===== config.mk =====
export PLATFORM = sky130hd
export DESIGN_NAME = sevenseg_scan_ctrl
export DESIGN_NICKNAME = d
export VERILOG_FILES = /design/src/rtl/sevenseg_scan_ctrl.sv
export SDC_FILE = /design/constraint.sdc
export NUM_CORES = 1
export LEC_CHECK = 0
export CAP_MARGIN = 20
export CELL_PAD_IN_SITES_DETAIL_PLACEMENT = 1
export CELL_PAD_IN_SITES_GLOBAL_PLACEMENT = 1
export CORE_UTILIZATION = 40
export DETAILED_ROUTE_END_ITERATION = 8
export PLACE_DENSITY_LB_ADDON = 0.1
export SLEW_MARGIN = 10
export SYNTH_ARGS = -nofsm -noshare
export SYNTH_HDL_FRONTEND = slang
export SYNTH_SLANG_ARGS = --single-unit
export TNS_END_PERCENT = 10

===== constraint.sdc =====
create_clock -name clk_7seg -period 2.9 [get_ports clk_7seg]
set_input_delay 0.58 -clock clk_7seg [delete_from_list [all_inputs] [get_ports clk_7seg]]
set_output_delay 0.58 -clock clk_7seg [all_outputs]
set_load 0.01 [all_outputs]

===== src/rtl/sevenseg_scan_ctrl.sv =====
// Multiplexed seven-segment scan controller: PWM brightness, leading-zero
// suppression and frame-synchronous (tear-free) loading of display data.
module sevenseg_scan_ctrl #(
    parameter int NUM_DIGITS = 8,
    parameter int BRIGHT_W   = 3,
    parameter int ACTIVE_LOW = 1
) (
    input  logic                    clk_7seg,
    input  logic                    Rst,
    input  logic                    load,
    input  logic [4*NUM_DIGITS-1:0] data_in,
    input  logic [NUM_DIGITS-1:0]   dp_in,
    input  logic [NUM_DIGITS-1:0]   blank_in,
    input  logic                    lz_suppress,
    input  logic [BRIGHT_W-1:0]     brightness,
    output logic [NUM_DIGITS-1:0]   an,
    output logic [6:0]              sev_out,
    output logic                    dp_out,
    output logic                    load_ack,
    output logic                    frame_done
);

    localparam int IDX_W = (NUM_DIGITS > 1) ? $clog2(NUM_DIGITS) : 1;
    localparam logic [IDX_W-1:0]    LAST_IDX  = IDX_W'(NUM_DIGITS - 1);
    localparam logic [BRIGHT_W-1:0] PHASE_MAX = '1;
    localparam logic                INV       = (ACTIVE_LOW != 0);

    logic [IDX_W-1:0]        idx;
    logic [BRIGHT_W-1:0]     phase;
    logic [BRIGHT_W-1:0]     bright_q;
    logic [4*NUM_DIGITS-1:0] act_data, pend_data;
    logic [NUM_DIGITS-1:0]   act_dp, pend_dp;
    logic [NUM_DIGITS-1:0]   act_blank, pend_blank;
    logic                    pend_valid;

    logic                    slot_end;
    logic                    last_clk;
    logic [NUM_DIGITS-1:0]   supp;
    logic                    zero_run;
    logic [NUM_DIGITS-1:0]   onehot;
    logic [3:0]              cur_nib;
    logic                    lit_phase;
    logic                    seg_on;
    logic                    dp_on;
    logic [NUM_DIGITS-1:0]   an_next;
    logic [6:0]              seg_next;

    function automatic logic [6:0] hex_to_seg(input logic [3:0] nib);
        logic [6:0] seg;
        case (nib)
            4'h0: seg = 7'h7E;
            4'h1: seg = 7'h30;
            4'h2: seg = 7'h6D;
            4'h3: seg = 7'h79;
            4'h4: seg = 7'h33;
            4'h5: seg = 7'h5B;
            4'h6: seg = 7'h5F;
            4'h7: seg = 7'h70;
            4'h8: seg = 7'h7F;
            4'h9: seg = 7'h7B;
            4'hA: seg = 7'h77;
            4'hB: seg = 7'h1F;
            4'hC: seg = 7'h4E;
            4'hD: seg = 7'h3D;
            4'hE: seg = 7'h4F;
            default: seg = 7'h47;
        endcase
        return seg;
    endfunction

    assign slot_end   = (phase == PHASE_MAX);
    assign last_clk   = slot_end && (idx == LAST_IDX);
    assign frame_done = last_clk;

    // Suppression runs from the top digit down and stops at the first nonzero nibble.
    always_comb begin
        supp     = '0;
        zero_run = lz_suppress;
        for (int i = NUM_DIGITS - 1; i >= 1; i--) begin
            zero_run = zero_run && (act_data[4*i +: 4] == 4'h0);
            supp[i]  = zero_run;
        end
    end

    always_comb begin
        onehot      = '0;
        onehot[idx] = 1'b1;
        cur_nib     = act_data[{idx, 2'b00} +: 4];
        lit_phase   = (phase <= bright_q);
        seg_on      = lit_phase && !act_blank[idx] && !supp[idx];
        dp_on       = lit_phase && !act_blank[idx] && act_dp[idx];
        an_next     = (seg_on || dp_on) ? onehot : '0;
        seg_next    = seg_on ? hex_to_seg(cur_nib) : 7'h00;
    end

    always_ff @(posedge clk_7seg) begin
        if (Rst) begin
            idx        <= '0;
            phase      <= '0;
            bright_q   <= '0;
            act_data   <= '0;
            act_dp     <= '0;
            act_blank  <= '0;
            pend_data  <= '0;
            pend_dp    <= '0;
            pend_blank <= '0;
            pend_valid <= 1'b0;
            load_ack   <= 1'b0;
            an         <= {NUM_DIGITS{INV}};
            sev_out    <= {7{INV}};
            dp_out     <= INV;
        end else begin
            phase <= phase + 1'b1;
            if (slot_end)
                idx <= (idx == LAST_IDX) ? '0 : idx + 1'b1;
            if (phase == '0)
                bright_q <= brightness;

            // Active data only moves on the last clock of a frame, so a frame never tears.
            if (last_clk && load) begin
                act_data   <= data_in;
                act_dp     <= dp_in;
                act_blank  <= blank_in;
                pend_valid <= 1'b0;
            end else if (last_clk && pend_valid) begin
                act_data   <= pend_data;
                act_dp     <= pend_dp;
                act_blank  <= pend_blank;
                pend_valid <= 1'b0;
            end else if (load) begin
                pend_data  <= data_in;
                pend_dp    <= dp_in;
                pend_blank <= blank_in;
                pend_valid <= 1'b1;
            end
            load_ack <= last_clk && (load || pend_valid);

            an      <= an_next ^ {NUM_DIGITS{INV}};
            sev_out <= seg_next ^ {7{INV}};
            dp_out  <= dp_on ^ INV;
        end
    end

endmodule

# Word level (Yosys, flattened, before mapping)
# Memory sizes are Yosys's and may differ from the RTL's.
# Cells that the tools add are included.
# word_totals
input_bits	55
romBits	112
wordCells	75
n_memories	1
register_bits	123
output_inout_bits	18
# op_classes
eq_ne	2
n_addsub	2
bitwise	5
muxes	17
order_cmp	3
reduce_logical	30
n_shift	1
# mem_list
name	depth	word_bits	read_ports	rd_ports_with_merged_regs	wr	line	source
(no name shown)	16	7	1	0	0	50	case (nib)
# ops
operator	count
$mux W32	2
$mux W8	5
$shiftx A32 B6 Y4	1
$logic_not A4 Y1	7
$logic_and A1 B1 Y1	15
$bmux W1 S3	3
$not A8 Y8	1
$mux W7	1
$not A7 Y7	1
$add A3 B1 Y3 const B	2
$eq A3 B3 Y1 const B	2
$lt A3 B4 Y1 const B	1
$mux W1	4
$demux W1 S3	1
$ge A3 B1 Y1 const B	1
$le A3 B3 Y1	1
$logic_not A3 Y1	1
$mux W3	1
$not A1 Y1	3
$reduce_and A3 Y1	1
$reduce_or A3 Y1	1
$logic_not A1 Y1	2
$logic_or A1 B1 Y1	2
$reduce_bool A2 Y1	1

# Logic depth before layout (Yosys ltp)
# depth
word_depth	15
ltp_mapped	12

# Worst setup path before layout
# Ideal clock, no wire load.
# synth_path
path_type	reg2reg
from	register idx[0]
to	register sev_out[3]
arrival_ns	2.272
setup_time_ns	0.128
period_less_slack_ns	2.401
path_slack_ns	0.499
stages_incl_launch_ff	13
cell_sequence	dfxtp_1 buf_6 buf_6 buf_2 buf_2 mux2i_1 nor2_1 nor3_1 inv_1 ha_1 nor2b_1 a211oi_1 o21ai_0
# synth_between
elab_chain_cells	7
# synth_lines
item	line	source
start: declaration	28	logic [IDX_W-1:0] idx;
start signal: assignment	115	idx <= (idx == LAST_IDX) ? '0 : idx + 1'b1;
parallel branches: the longest is 5 deep, another holds $mem_v2 Z16 W7	-	
$mux W7 (*)	93	seg_next = seg_on ? hex_to_seg(cur_nib) : 7'h00;
$not A7 Y7 (no source line) (*)	-	
end signal: assignment	110	sev_out <= {7{INV}};
end signal: assignment	139	sev_out <= seg_next ^ {7{INV}};
end: declaration	17	output logic [6:0] sev_out,
# Every way passes the cells marked *. The select of a mux whose other input is x is not followed.
# A chain may end at the register's enable or synchronous reset.

# Final worst setup path
# layout_path
from	register idx[0]
to	output frame_done
# layout_between
elab_chain_cells	2
# layout_lines
item	line	source
$eq A3 B3 Y1	72	assign last_clk = slot_end && (idx == LAST_IDX);
$logic_and A1 B1 Y1	72	
end: declaration	20	output logic frame_done
# No other way between the ends.

==> flow_summary.toml <==
[synth]
ys_ff_latch = 123
ys_seq_area_frac = 0.4604
yosys_warnings = 0
async_reset_ff_frac = 0
yosysTopAreaCellShare = 0.4604
synth_cell_types = 41
ys.flop_type = "dfxtp_1"
syn_inst = 619
yosysMostFrequentCell = "dfxtp_1"
ys_top_cells_by_area = "dfxtp_1 (46%), nand2_1 (7.7%), a211oi_1 (7.2%), a21oi_1 (5.1%), o22ai_1 (4.8%)"
synth_enable_flop_cells = 0
synth_nets = 688
synth.avg_cell_area_um2 = 8.641
netlist_top_cells_count = "dfxtp_1 (123), nand2_1 (110), nor2_1 (65)"
syn_area_um2 = 5349
yosysTopAreaCell = "dfxtp_1"

[floorplan]
io_pins = 73
start_util = 0.4171
dieArea_um2 = 13840
std_cell_rows = 41
die_h_um = 117.6
die_w_um = 117.6
core_area_um2 = 12820

[clocking]
cts-root-buf = "clkbuf_16"
path_clk_slew_ps = 50
numClockSinks = 123
htreeDepth = 4
postCtsSetupBuffers = 0
cts_max_path_buffers = 2
cts_tree = "built"
clock_latency_ps = 420
cts_buffers = 17
cts_hold_buf = 0
ctsResizeCount = 0

[timing]
finalHoldViolations = 0
grt_setup_unrepaired = "no"
clock.fmax_mhz = 359.1
setup_viol = 0
fin_crit_ps = 2785
period_share = 0.9604
relSlewSlack = 0.4911
fin_setup_tns_ps = 0
slew_viol_final = 0
tightestPinTransition_ps = 763.3
fin_skew_ps = 4.570
whs_ps = 451.0

[worst_setup_path]
cp_max_fo = 9
reg2regPathDepth = 10
cp_data_required_time_ps = 2320
cp-end-kind = "output port"
cp-start-kind = "register"
critPathKind = "register to output port"
arrival_ps = 2210

[global_route]
grt_max_degree = 69
grt_pass1_vias = 4924
grt_pass1_wl_um = 24770
overflow = 0
grt.total_usage = 0.2267
grt_antenna_before_repair = 0

[placed_design]
dp_hpwl_um = 9827
port_buffers = 72
gp_congestion = 0.8255

[route]
drt_iter0_drc = 255
drc = 0
postRouteWirelength_um = 15030
vias = 4758
wl_per_cell_um = 17.60
viasPerCell = 5.571
firstDrtPassIters = 4
antenna_left = 0

[run_status]
status = "complete, no violations"

[power_and_ir_drop]
leakage_nw = 2.421
power.density_nw_per_um2 = 608.2
ir_drop_uv = 352.3

[final_layout]
diodes = 0
fillCellCount = 1492
area_delta_synth_final_pct = 25.85
drive_gt1_frac = 0.07918
nets = 742

[min_path]
whs_path_depth = 2
hp-class = "register to register"

[run]
maxCapViolations = 0
[final cells by class]
| type | instances | area [µm²] | area share |
|---|---|---|---|
| clock buffer | 25 | 485.5 | 0.07212 |
| inverter | 12 | 46.29 | 0.006877 |
| multi-input combinational | 431 | 2619 | 0.3890 |
| sequential | 123 | 2462 | 0.3658 |
| tap | 172 | 215.2 | 0.03197 |
| timing repair buffer | 88 | 863.3 | 0.1283 |
| clock inverter | 3 | 40.04 | 0.005948 |
[stage by stage]
step	setup WS, ps	utilization	std cells	cell area (µm²)	power [mW]
2_1_floorplan	499.3	-	619	5349	2.024
3_3_place_gp	344.9	0.4823	825	6186	2.194
3_5_place_dp	312.3	0.4839	826	6206	2.215
4_1_cts	95.91	0.5249	854	6731	4.131
5_1_grt	11.69	0.5249	854	6731	4.233
6_report	115.0	0.5249	854	6731	4.094
[per-layer routing]
metal	wire (µm)	GRT usage	vias to the layer above
met5	0	0	-
li1	-	-	2305
met1	7024	0.2793	2354
met3	423	0.04797	19
met2	7357	0.3860	80
met4	229	0.08654	0
[placed cells by master (no fill, tap or decap), drive strengths merged, types with 17 or more instances in the layout]
| cell type | synthesis | layout |
|---|---|---|
| nand2 | 110 | 110 |
| o22ai | 41 | 41 |
| a21oi | 55 | 55 |
| clkdlybuf4s50 | 0 | 71 |
| a211oi | 51 | 51 |
| mux2i | 18 | 18 |
| dfxtp | 123 | 123 |
| clkbuf | 35 | 25 |
| buf | 18 | 17 |
| nor2 | 65 | 65 |
[registers in the layout, summed over array words and instances, names as in the netlist]
register / cells
act_data: 32
pend_data: 32
act_blank: 8
act_dp: 8
an: 8
pend_blank: 8
pend_dp: 8
sev_out: 7
bright_q: 3
idx: 3
phase: 3
dp_out: 1
load_ack: 1
pend_valid: 1
[report_power, final]
group	switching, mW	total (mW)	leakage [nW]	internal, mW
registers	0.0316	1.79	1.00	1.76
logic	0.199	0.389	1.16	0.190
clock network	0.694	1.91	0.259	1.22
[kinds of logic (layout without fill, tap and decap cells)]
kind of cell,Yosys count,count (layout),synth area share
compound gates,173,173,0.2096
fa+ha+maj,14,14,0.03275
buf+inv,65,128,0.05193
flops,123,123,0.4604
mux,27,27,0.07111
simple gates,217,217,0.1743
[worst paths after layout]
kind / start / to / slack [ps]
max: idx[0]$_SDFFE_PP0N_ / frame_done / 110
min: pend_dp[3]$_SDFFE_PP0P_ / pend_dp[3]$_SDFFE_PP0P_ / 450
max reg2reg: idx[0]$_SDFFE_PP0N_ / sev_out[3]$_SDFF_PP1_ / 320
min reg2reg: pend_dp[3]$_SDFFE_PP0P_ / pend_dp[3]$_SDFFE_PP0P_ / 450
[critical path, stage by stage (launching register included)]
cell,delay [ps]
dfxtp_1,480
ha_1,210
ha_1,170
nand2_1,150
clkinv_1,160
clkdlybuf4s50_1,620
No activity file was read; power rests on OpenSTA's default activity.
